==> src/rtl/boolean_lut_engine.sv <==
// boolean_lut_engine: programmable truth-table evaluator with serial table
// load and an optional self-check sweep (enabled by defining BOOL_LUT_SWEEP_EN).
// Reset loads y = a'bd' + bc + bd' (0xD0D0) when IN_WIDTH == 4.
module boolean_lut_engine #(
  parameter int IN_WIDTH = 4,
  parameter int CHANNELS = 2
) (
  input  logic                           clkWire,
  input  logic                           rstWire,
  input  logic                           inValidWire,
  input  logic [CHANNELS*IN_WIDTH-1:0]   inWire,
  output logic                           outValidWire,
  output logic [CHANNELS-1:0]            outWire,
  input  logic                           loadValidWire,
  input  logic                           loadBitWire,
  output logic                           loadReadyWire,
  input  logic                           sweepStartWire,
  output logic                           sweepBusyWire,
  output logic                           sweepDoneWire,
  output logic [(1<<IN_WIDTH)-1:0]       sweepMapWire,
  output logic [IN_WIDTH:0]              mintermCountWire
);

  localparam int DEPTH = 1 << IN_WIDTH;
  localparam logic [63:0] RESET_WIDE = (IN_WIDTH == 4) ? 64'h0000_0000_0000_D0D0 : 64'd0;
  localparam logic [DEPTH-1:0] RESET_TABLE = RESET_WIDE[DEPTH-1:0];

`ifdef BOOL_LUT_SWEEP_EN
  typedef enum logic [1:0] {IDLE = 2'd0, LOAD = 2'd1, SWEEP = 2'd2} state_t;
`else
  typedef enum logic [1:0] {IDLE = 2'd0, LOAD = 2'd1} state_t;
`endif

  state_t state_reg, state_next;

  logic [DEPTH-1:0]    table_reg;
  logic [DEPTH-1:0]    shadow_reg;
  logic [DEPTH-1:0]    shadow_next;
  logic [IN_WIDTH-1:0] load_cnt_reg;
  logic                load_ready;
  logic                load_accept;
  logic                load_last;

  logic                out_valid_reg;
  logic [CHANNELS-1:0] out_reg;
  logic [CHANNELS-1:0] eval_next;

  // A bit is only taken while no sweep is reading the table.
  assign load_ready  = (state_reg == IDLE) || (state_reg == LOAD);
  assign load_accept = loadValidWire & load_ready;
  assign load_last   = &load_cnt_reg;
  assign shadow_next = {loadBitWire, shadow_reg[DEPTH-1:1]};

  assign loadReadyWire = load_ready;
  assign outValidWire  = out_valid_reg;
  assign outWire       = out_reg;

  // Each channel indexes the active table independently.
  generate
    for (genvar gi = 0; gi < CHANNELS; gi++) begin : g_eval
      assign eval_next[gi] = table_reg[inWire[gi*IN_WIDTH +: IN_WIDTH]];
    end
  endgenerate

`ifdef BOOL_LUT_SWEEP_EN
  logic [IN_WIDTH-1:0] idx_reg;
  logic [DEPTH-1:0]    map_acc_reg, map_next, map_out_reg;
  logic [IN_WIDTH:0]   cnt_acc_reg, cnt_next, cnt_out_reg;
  logic                done_reg;
  logic                sweep_bit;
  logic                sweep_last;
  logic                start_go;

  assign sweep_bit  = table_reg[idx_reg];
  assign sweep_last = &idx_reg;
  // A simultaneous load bit takes priority over the start request.
  assign start_go   = (state_reg == IDLE) && sweepStartWire && !load_accept;

  // Accumulate the current entry into the in-flight map and minterm count.
  always_comb begin
    map_next          = map_acc_reg;
    map_next[idx_reg] = sweep_bit;
    cnt_next          = cnt_acc_reg + (IN_WIDTH+1)'(sweep_bit);
  end

  // Sweep datapath: step the index, publish map/count only at the final entry.
  always_ff @(posedge clkWire) begin
    if (rstWire) begin
      idx_reg     <= '0;
      map_acc_reg <= '0;
      cnt_acc_reg <= '0;
      map_out_reg <= '0;
      cnt_out_reg <= '0;
      done_reg    <= 1'b0;
    end else begin
      done_reg <= 1'b0;
      if (start_go) begin
        idx_reg     <= '0;
        map_acc_reg <= '0;
        cnt_acc_reg <= '0;
      end else if (state_reg == SWEEP) begin
        idx_reg     <= idx_reg + IN_WIDTH'(1);
        map_acc_reg <= map_next;
        cnt_acc_reg <= cnt_next;
        if (sweep_last) begin
          map_out_reg <= map_next;
          cnt_out_reg <= cnt_next;
          done_reg    <= 1'b1;
        end
      end
    end
  end

  assign sweepBusyWire    = (state_reg == SWEEP);
  assign sweepDoneWire    = done_reg;
  assign sweepMapWire     = map_out_reg;
  assign mintermCountWire = cnt_out_reg;
`else
  logic unused_sweep_start;
  assign unused_sweep_start = sweepStartWire;

  assign sweepBusyWire    = 1'b0;
  assign sweepDoneWire    = 1'b0;
  assign sweepMapWire     = '0;
  assign mintermCountWire = '0;
`endif

  // State register.
  always_ff @(posedge clkWire) begin
    if (rstWire) begin
      state_reg <= IDLE;
    end else begin
      state_reg <= state_next;
    end
  end

  // Next-state logic: loads run to completion, sweeps run one table pass.
  always_comb begin
    state_next = state_reg;
    case (state_reg)
      IDLE: begin
        if (load_accept) begin
          state_next = LOAD;
`ifdef BOOL_LUT_SWEEP_EN
        end else if (sweepStartWire) begin
          state_next = SWEEP;
`endif
        end
      end
      LOAD: begin
        if (load_accept && load_last) begin
          state_next = IDLE;
        end
      end
`ifdef BOOL_LUT_SWEEP_EN
      SWEEP: begin
        if (sweep_last) begin
          state_next = IDLE;
        end
      end
`endif
      default: state_next = IDLE;
    endcase
  end

  // Shadow load: shift in accepted bits, commit the full table atomically.
  always_ff @(posedge clkWire) begin
    if (rstWire) begin
      shadow_reg   <= '0;
      load_cnt_reg <= '0;
      table_reg    <= RESET_TABLE;
    end else if (load_accept) begin
      shadow_reg <= shadow_next;
      if (load_last) begin
        table_reg    <= shadow_next;
        load_cnt_reg <= '0;
      end else begin
        load_cnt_reg <= load_cnt_reg + IN_WIDTH'(1);
      end
    end
  end

  // Registered evaluation; the output holds when no valid input is offered.
  always_ff @(posedge clkWire) begin
    if (rstWire) begin
      out_valid_reg <= 1'b0;
      out_reg       <= '0;
    end else begin
      out_valid_reg <= inValidWire;
      if (inValidWire) begin
        out_reg <= eval_next;
      end
    end
  end

endmodule

==> config.mk <==
export PLATFORM = sky130hd
export DESIGN_NAME = boolean_lut_engine
export DESIGN_NICKNAME = d
export VERILOG_FILES = /design/src/rtl/boolean_lut_engine.sv
export SDC_FILE = /design/constraint.sdc
export NUM_CORES = 1
export LEC_CHECK = 0
export BUFFER_PORTS_ARGS = -buffer_cell sky130_fd_sc_hd__buf_2
export CAP_MARGIN = 20
export CORE_ASPECT_RATIO = 0.8
export CORE_MARGIN = 2
export CORE_UTILIZATION = 35
export CTS_CLUSTER_SIZE = 20
export DETAILED_ROUTE_END_ITERATION = 10
export MAX_ROUTING_LAYER = met4
export PLACE_DENSITY = 0.65
export SLEW_MARGIN = 10
export SYNTH_ARGS = -nofsm -noshare
export SYNTH_HDL_FRONTEND = slang
export SYNTH_SLANG_ARGS = --single-unit
==> constraint.sdc <==
create_clock -name clkWire -period 4.3 [get_ports clkWire]
set_clock_uncertainty 0.1 [all_clocks]
set_input_delay 0.86 -clock clkWire [delete_from_list [all_inputs] [get_ports clkWire]]
set_output_delay 0.86 -clock clkWire [all_outputs]
set_load 0.01 [all_outputs]
==> results of run 1 <==
[worst paths after layout]
check | from | endpoint | slack, ps
setup / recovery | loadValidWire | table_reg[8] | 2000
setup reg to reg | table_reg[5] | outWire[0] | 2630
hold reg to reg | shadow_reg[1] | table_reg[0] | 360
hold / removal | shadow_reg[1] | table_reg[0] | 360
[kinds of logic after synthesis]
family          count (synthesis)  synth area share, %
xor+xnor                        1                0.482
flops                          38                 41.8
fa+ha+maj                       1                0.688
compound gates                 16                 5.23
other cells                     2                0.413
simple gates                   67                 16.2
mux                            28                 22.7
buf+inv                        35                 12.4
[cells in the final DEF, fill, tap and decap left out, drive strengths merged, types with 5 or more instances in the layout]
cell	netlist	layout
dfxtp	38	38
nand2	34	34
conb	2	24
nor2	19	19
mux2i	18	18
buf	27	15
a21oi	12	12
mux4	8	8
nand3b	6	6
clkbuf	6	5
[stage by stage]
| stage | instance area (sq um) | utilization [%] | hold slack [ps] | worst slack [ps] |
|---|---|---|---|---|
| 4_1_cts | 1910 | 38.2 | 363 | 2010 |
| 6_report | 1910 | 38.2 | 361 | 2000 |
| 5_1_grt | 1910 | 38.2 | 390 | 1830 |
| 3_3_place_gp | 1840 | 36.7 | 343 | 1740 |
| 3_5_place_dp | 1840 | 36.7 | 352 | 1720 |
| 2_1_floorplan | 1900 | - | 331 | 2120 |
[area by class of cell]
cell class	count	area, sq um
clock buffers	5	68.8
repair buffers	15	75.1
fillers	498	3090
flip-flops and latches	38	761
clock inverters	2	10.0
inverters	2	7.51
well taps	62	77.6
multi-input cells	137	915
[where the power goes]
group | internal [mW] | switching, mW
registers | 0.356 | 0.00291
clock network | 0.109 | 0.121
logic | 0.0207 | 0.0305
[critical path: stages]
cell and delay (ps):
buf_2 440, and4_1 320, and2_1 510, nand2_1 140, a21oi_1 140
[routing by layer]
layer	vias up	global-route usage, %	routed length, um
li1	619	-	-
met1	548	16.4	1640
met2	35	14.4	1270
met3	2	3.74	180
met4	0	3.57	13
met5	-	-	0
==> impl_metrics.toml, run 1 <==
[yosys]
synthFlopType = "dfxtp_1"
ys_ff_latch = 38
synth_edf_count = 0
netlist_instances = 188
synthTopCellsByArea = "dfxtp_1, mux4_1, mux2i_1"
yosysTopAreaCellShare_pct = 41.8
synth_common_cells = "dfxtp_1, nand2_1, buf_4"
synth_top_area_cell = "dfxtp_1"
ys_warn_count = 0
syn_area_sq_mm = 0.00182
async_reset_ff_share_pct = 0
avgSynthCellArea_sq_um = 9.67
ys_types = 24
ys_seq_area_share_pct = 41.8
synth.most_common_cell = "dfxtp_1"

[floorplan]
core_sq_mm = 0.00501
initial_core_util_pct = 36.3
ios = 41
die-area_sq_mm = 0.00579
num_rows = 23
die_w_um = 84.6
die_h_um = 68.5

[placement]
globalplace.congestion = 0.754
place_inst = 254
numPortBuffers = 15
dp_hpwl_um = 2110

[detailed_routing]
wl_um = 3110
drtAntennaViolNets = 0
drc_errors = 0
drt_iter0_drc = 51
wl_per_cell_um = 11.9
drt-pass1-iter-count = 4
via_count = 1204
routed_via_density = 4.61

[global_route]
grt_overflow = 0
grt_pass1_vias = 1003
antenna_found_initial = 0
grt_max_degree = 39
grt_pass1_wl_um = 4930
grt_usage_pct = 11.3

[clocking]
cts_buffer_depth = 2
postCtsHoldBufs = 0
insertion_delay_ps = 280
path_clk_slew_ps = 70
ctsResizeCount = 0
cts_made_buffers = 5
cts_setup_buffers = 0
cts_root_buffer = "clkbuf_8"
cts_tree = "built"
htreeDepth = 2
cts_num_sinks = 38

[sta]
worst_pin_slew_ps = 655
hold_viol_final = 0
fmax_mhz = 436
fin_tns_setup_ps = 0
setup_viol = 0
slew_violations = 0
fin_crit_sh_pct = 53.4
grt_setup_unrepaired = "false"
relSlewSlack_pct = 56.3
period_minus_slack_ps = 2300

[critical_path]
worstPathRequired_ps = 4420
path_class = "primary input to flop"
reg2reg_depth = 3
crit_path_end_kind = "flop"
critical_path.max_fanout = 20
cp-start-kind = "primary input"
critPathArrivalTime_ps = 2410

[pwr]
p_per_area_mw_per_mm2 = 334
peakVddDrop_mv = 0.130
leakage_nw = 0.844
fin_total_pwr_mw = 0.640

[job]
maxCapViolations = 0

[hold_path]
hp-class = "flop to flop"
min_path_cells = 2

[finish]
areaGrowthSynthToFinish_pct = 5.30
nNetsFinal = 214
antenna_cells = 0
largest_reg_flops = 16
stdcell_count = 261
final_layout_size_suffix_gt1_share_pct = 12.1

[run_status]
status = "completed"
Note: power is estimated with default switching activity, not from simulation.
==> run 2: changes to the inputs <==
clock period = 2.25 ns   (was 4.3 ns; I/O delays follow)
==> impl_metrics.toml, run 2 (same netlist as run 1, synthesis figures left out) <==
[run_status]
status = "completed"

[critical_path]
startpoint = "inWire[6]"
reg2reg_depth = 3
critPathArrivalTime_ps = 1770
path_buf_inv = 1
worstPathRequired_ps = 2330
crit_end = "outWire[1]"
path_class = "primary input to flop"
cp-start-kind = "primary input"
cp.depth = 4
cpMaxStageDelayCell = "mux4_1"
crit_path_end_kind = "flop"
slowest_delay_ps = 560
r2r_start = "table_reg[5]"
critical_path.max_fanout = 4
r2r-end = "outWire[1]"
critical_path.cell_chain = "buf_2 > mux4_1 > mux2_2 > a311o_1"
r2r_setup_slack_ps = 570
critPathTopFamily = "multiplexers"

[clocking]
ctsResizeCount = 0
cts_setup_buffers = 0
cts_root_buffer = "clkbuf_8"
cts_made_buffers = 5
postCtsHoldBufs = 0
cts_tree = "built"
cts_buffer_depth = 2
htreeDepth = 2
path_clk_slew_ps = 80
cts_num_sinks = 38
insertion_delay_ps = 290

[pwr]
p_per_area_mw_per_mm2 = 697
peakVddDrop_mv = 0.339
leakage_nw = 0.860
fin_total_pwr_mw = 1.37

[floorplan]
die_h_um = 68.5
core_sq_mm = 0.00501
die_w_um = 84.6
die-area_sq_mm = 0.00579
initial_core_util_pct = 36.3
num_rows = 23
ios = 41

[sta]
fin_crit_sh_pct = 75.2
fin_tns_setup_ps = 0
worst_pin_slew_ps = 579
setup_viol = 0
period_minus_slack_ps = 1690
fmax_mhz = 591
hold_viol_final = 0
relSlewSlack_pct = 61.4
slew_violations = 0
grt_setup_unrepaired = "false"
worst_slack_ps = 558
hold_slack_ps = 313

[detailed_routing]
via_count = 1243
drt_iter0_drc = 106
wl_per_cell_um = 12.0
routed_via_density = 4.71
drt-pass1-iter-count = 4
drc_errors = 0
wl_um = 3170
drtAntennaViolNets = 0

[placement]
dp_hpwl_um = 2180
place_inst = 256
place_ws_ps = 257
placed_area_sq_mm = 0.00185
numPortBuffers = 15
globalplace.congestion = 0.734

[global_route]
grt_pass1_wl_um = 5060
antenna_found_initial = 0
grt_overflow = 0
grt_max_degree = 37
grt_usage_pct = 11.7
grt_pass1_vias = 1020

[finish]
final_cell_mix = "dfxtp_1, nand2_1, conb_1"
fin_area_sq_mm = 0.00196
stdcell_count = 264
areaGrowthSynthToFinish_pct = 8.05
fin_util_pct = 39.2
nNetsFinal = 216
largest_reg_flops = 16
fill_cells = 505
layout_commonest_cell = "dfxtp_1"
final_layout_size_suffix_gt1_share_pct = 13.4
antenna_cells = 0

[hold_path]
hp-class = "primary input to flop"
min_path_cells = 2

[job]
maxCapViolations = 0
[run 2: changes by cell type in the layout (fill, tap and decap cells not counted), sizes merged]
| cell | delta |
|---|---|
| buf | +2 |
| bufinv | +1 |
| clkinv | -2 |
| clkinvlp | +2 |
[run 2: per-layer routing]
layer / GRT usage (%) / part of all wire [%]
met4: 4.17 / 0.41
met5: - / 0
met1: 15.9 / 52
met3: 3.50 / 5.5
met2: 16.4 / 42
[run 2: final cells by class]
type / count / area (sq um) / area share [%]
Tap cell: 62 / 77.6 / 3.95
Multi-Input combinational cell: 137 / 915 / 46.6
Inverter: 2 / 7.51 / 0.382
Timing Repair Buffer: 17 / 90.1 / 4.59
Clock inverter: 3 / 45.0 / 2.29
Clock buffer: 5 / 68.8 / 3.50
Sequential cell: 38 / 761 / 38.7
[run 2: worst min path at each step]
stage	startpoint	endpoint	slack, ps
global route	loadBitWire	table_reg[15]	310
CTS	loadBitWire	table_reg[15]	310
floorplan	shadow_reg[1]	table_reg[0]	330
finish	inWire[0]	outWire[0]	310
detailed placement	shadow_reg[1]	table_reg[0]	350
global placement	shadow_reg[1]	table_reg[0]	340
[run 2: power by group]
part	total, mW	switching (mW)	internal [mW]
clock network	0.584	0.254	0.330
logic	0.100	0.0586	0.0416
registers	0.685	0.00531	0.680
==> run 3: changes to the inputs <==
PLACE_DENSITY = 0.67   (was 0.65)
clock period = 1.5 ns   (was 2.25 ns; I/O delays follow)
==> impl_metrics.toml, run 3 (same netlist as run 1, synthesis figures left out) <==
[critical_path]
cp-start-kind = "flop"
worstPathRequired_ps = 1580
reg2reg_depth = 3
r2r_setup_slack_ps = -50
r2r-end = "outWire[0]"
r2r_start = "table_reg[13]"
critical_path.max_fanout = 3
crit_path_end_kind = "flop"
path_class = "flop to flop"
critPathArrivalTime_ps = 1620

[finish]
antenna_cells = 0
final_layout_size_suffix_gt1_share_pct = 21.2
largest_reg_flops = 16
layout_commonest_cell = "nand2_1"
areaGrowthSynthToFinish_pct = 8.19
fill_cells = 509
nNetsFinal = 219
seq_area_sq_um = 769
multiInputGateArea_sq_um = 892
final_cell_mix = "nand2_1, dfxtp_1, conb_1"

[sta]
period_minus_slack_ps = 1550
fin_crit_sh_pct = 103
grt_setup_unrepaired = "true"
worst_slack_ps = -46.7
fin_tns_setup_ps = -84.6
fmax_mhz = 647
setup_viol = 2
hold_viol_final = 0
slew_violations = 0

[pwr]
p_sw_share_pct = 23.1
p_int_mw = 1.44
fin_total_pwr_mw = 1.88
power.switching_mw = 0.433
p_per_area_mw_per_mm2 = 954
leakage_nw = 0.841
p_clk_share_pct = 36.6
peakVddDrop_mv = 0.504
p_seq_share_pct = 54.9
comb_power_share_pct = 8.5

[clocking]
path_clk_slew_ps = 70
cts_tree = "built"
insertion_delay_ps = 290
cts_root_buffer = "clkbuf_8"
cts_buffer_depth = 2
cts_made_buffers = 5
cts_num_sinks = 38
htreeDepth = 2

[hold_path]
hp-class = "primary input to flop"
min_to = "table_reg[15]"
min_path_cells = 3
hold_start = "loadBitWire"

[run_status]
status = "finished, violations left"
violations = "negative setup slack"

[detailed_routing]
wl_um = 3230
drc_errors = 0
drt-pass1-iter-count = 4
routed_via_density = 4.72
wl_per_cell_um = 12.2
via_count = 1252
drtAntennaViolNets = 0
drt_iter0_drc = 81

[floorplan]
initial_core_util_pct = 36.3
die_w_um = 84.6
die_h_um = 68.5
core_sq_mm = 0.00501
num_rows = 23
ios = 41
die-area_sq_mm = 0.00579

[global_route]
grt_max_degree = 36
grt_pass1_vias = 1112
grt_pass1_wl_um = 5200
grt_usage_pct = 12.2
antenna_found_initial = 0
grt_overflow = 0

[placement]
dp_hpwl_um = 2280
globalplace.congestion = 0.759
numPortBuffers = 15

[job]
maxCapViolations = 0
-- run 3: critical path, stage by stage (launching register included) --
cell     delay, ps
dfxtp_2        340
mux4_2         460
mux2_4         280
a311o_1        260
-- run 3: per-layer routing --
layer  share of wire, %  global-route usage, %  vias up
met5                  0                      -        -
met4               0.50                   3.57        0
met3                8.3                   4.83        3
met2                 43                   18.4       49
met1                 49                   15.4      579
li1                   -                      -      621
-- run 3: repair_timing --
action | CTS | global route
endpoints found under the setup margin | 2 | 2
hold buffers | 0 | 0
buffers inserted | 0 | 1
resized for setup | 4 | 7
-- run 3: layout make-up --
| type | count | area share (%) |
|---|---|---|
| repair buffers | 20 | 7.00 |
| well taps | 62 | 3.94 |
| flip-flops and latches | 38 | 39.1 |
| clock buffers | 6 | 4.20 |
| inverters | 2 | 0.382 |
| multi-input cells | 137 | 45.4 |
-- run 3: stage by stage --
step	utilization, %	std cells	setup slack [ps]	hold WS, ps	instance area [sq um]
6_report	39.3	265	-46.7	140	1970
5_1_grt	39.3	265	-93.5	165	1970
4_1_cts	39.2	264	-52.8	132	1960
3_5_place_dp	37.6	258	-246	356	1880
3_3_place_gp	37.6	258	-221	350	1880
2_1_floorplan	-	210	5.01	324	1890
-- run 3: power by group through the flow --
stage	registers, mW	clock network [mW]	logic (mW)
2_1_floorplan	1.05	0	0.154
3_3_place_gp	1.05	0	0.157
3_5_place_dp	1.05	0	0.158
4_1_cts	1.03	0.713	0.159
5_1_grt	1.03	0.754	0.177
6_report	1.03	0.687	0.160
-- run 3: worst max-delay path by stage --
stage,start,to,cells after the start
3_3_place_gp,inWire[2],outWire[0],5
2_1_floorplan,inWire[2],outWire[0],3
3_5_place_dp,inWire[2],outWire[0],5
6_report,table_reg[13],outWire[0],3
4_1_cts,table_reg[13],outWire[0],3
5_1_grt,table_reg[15],outWire[0],3
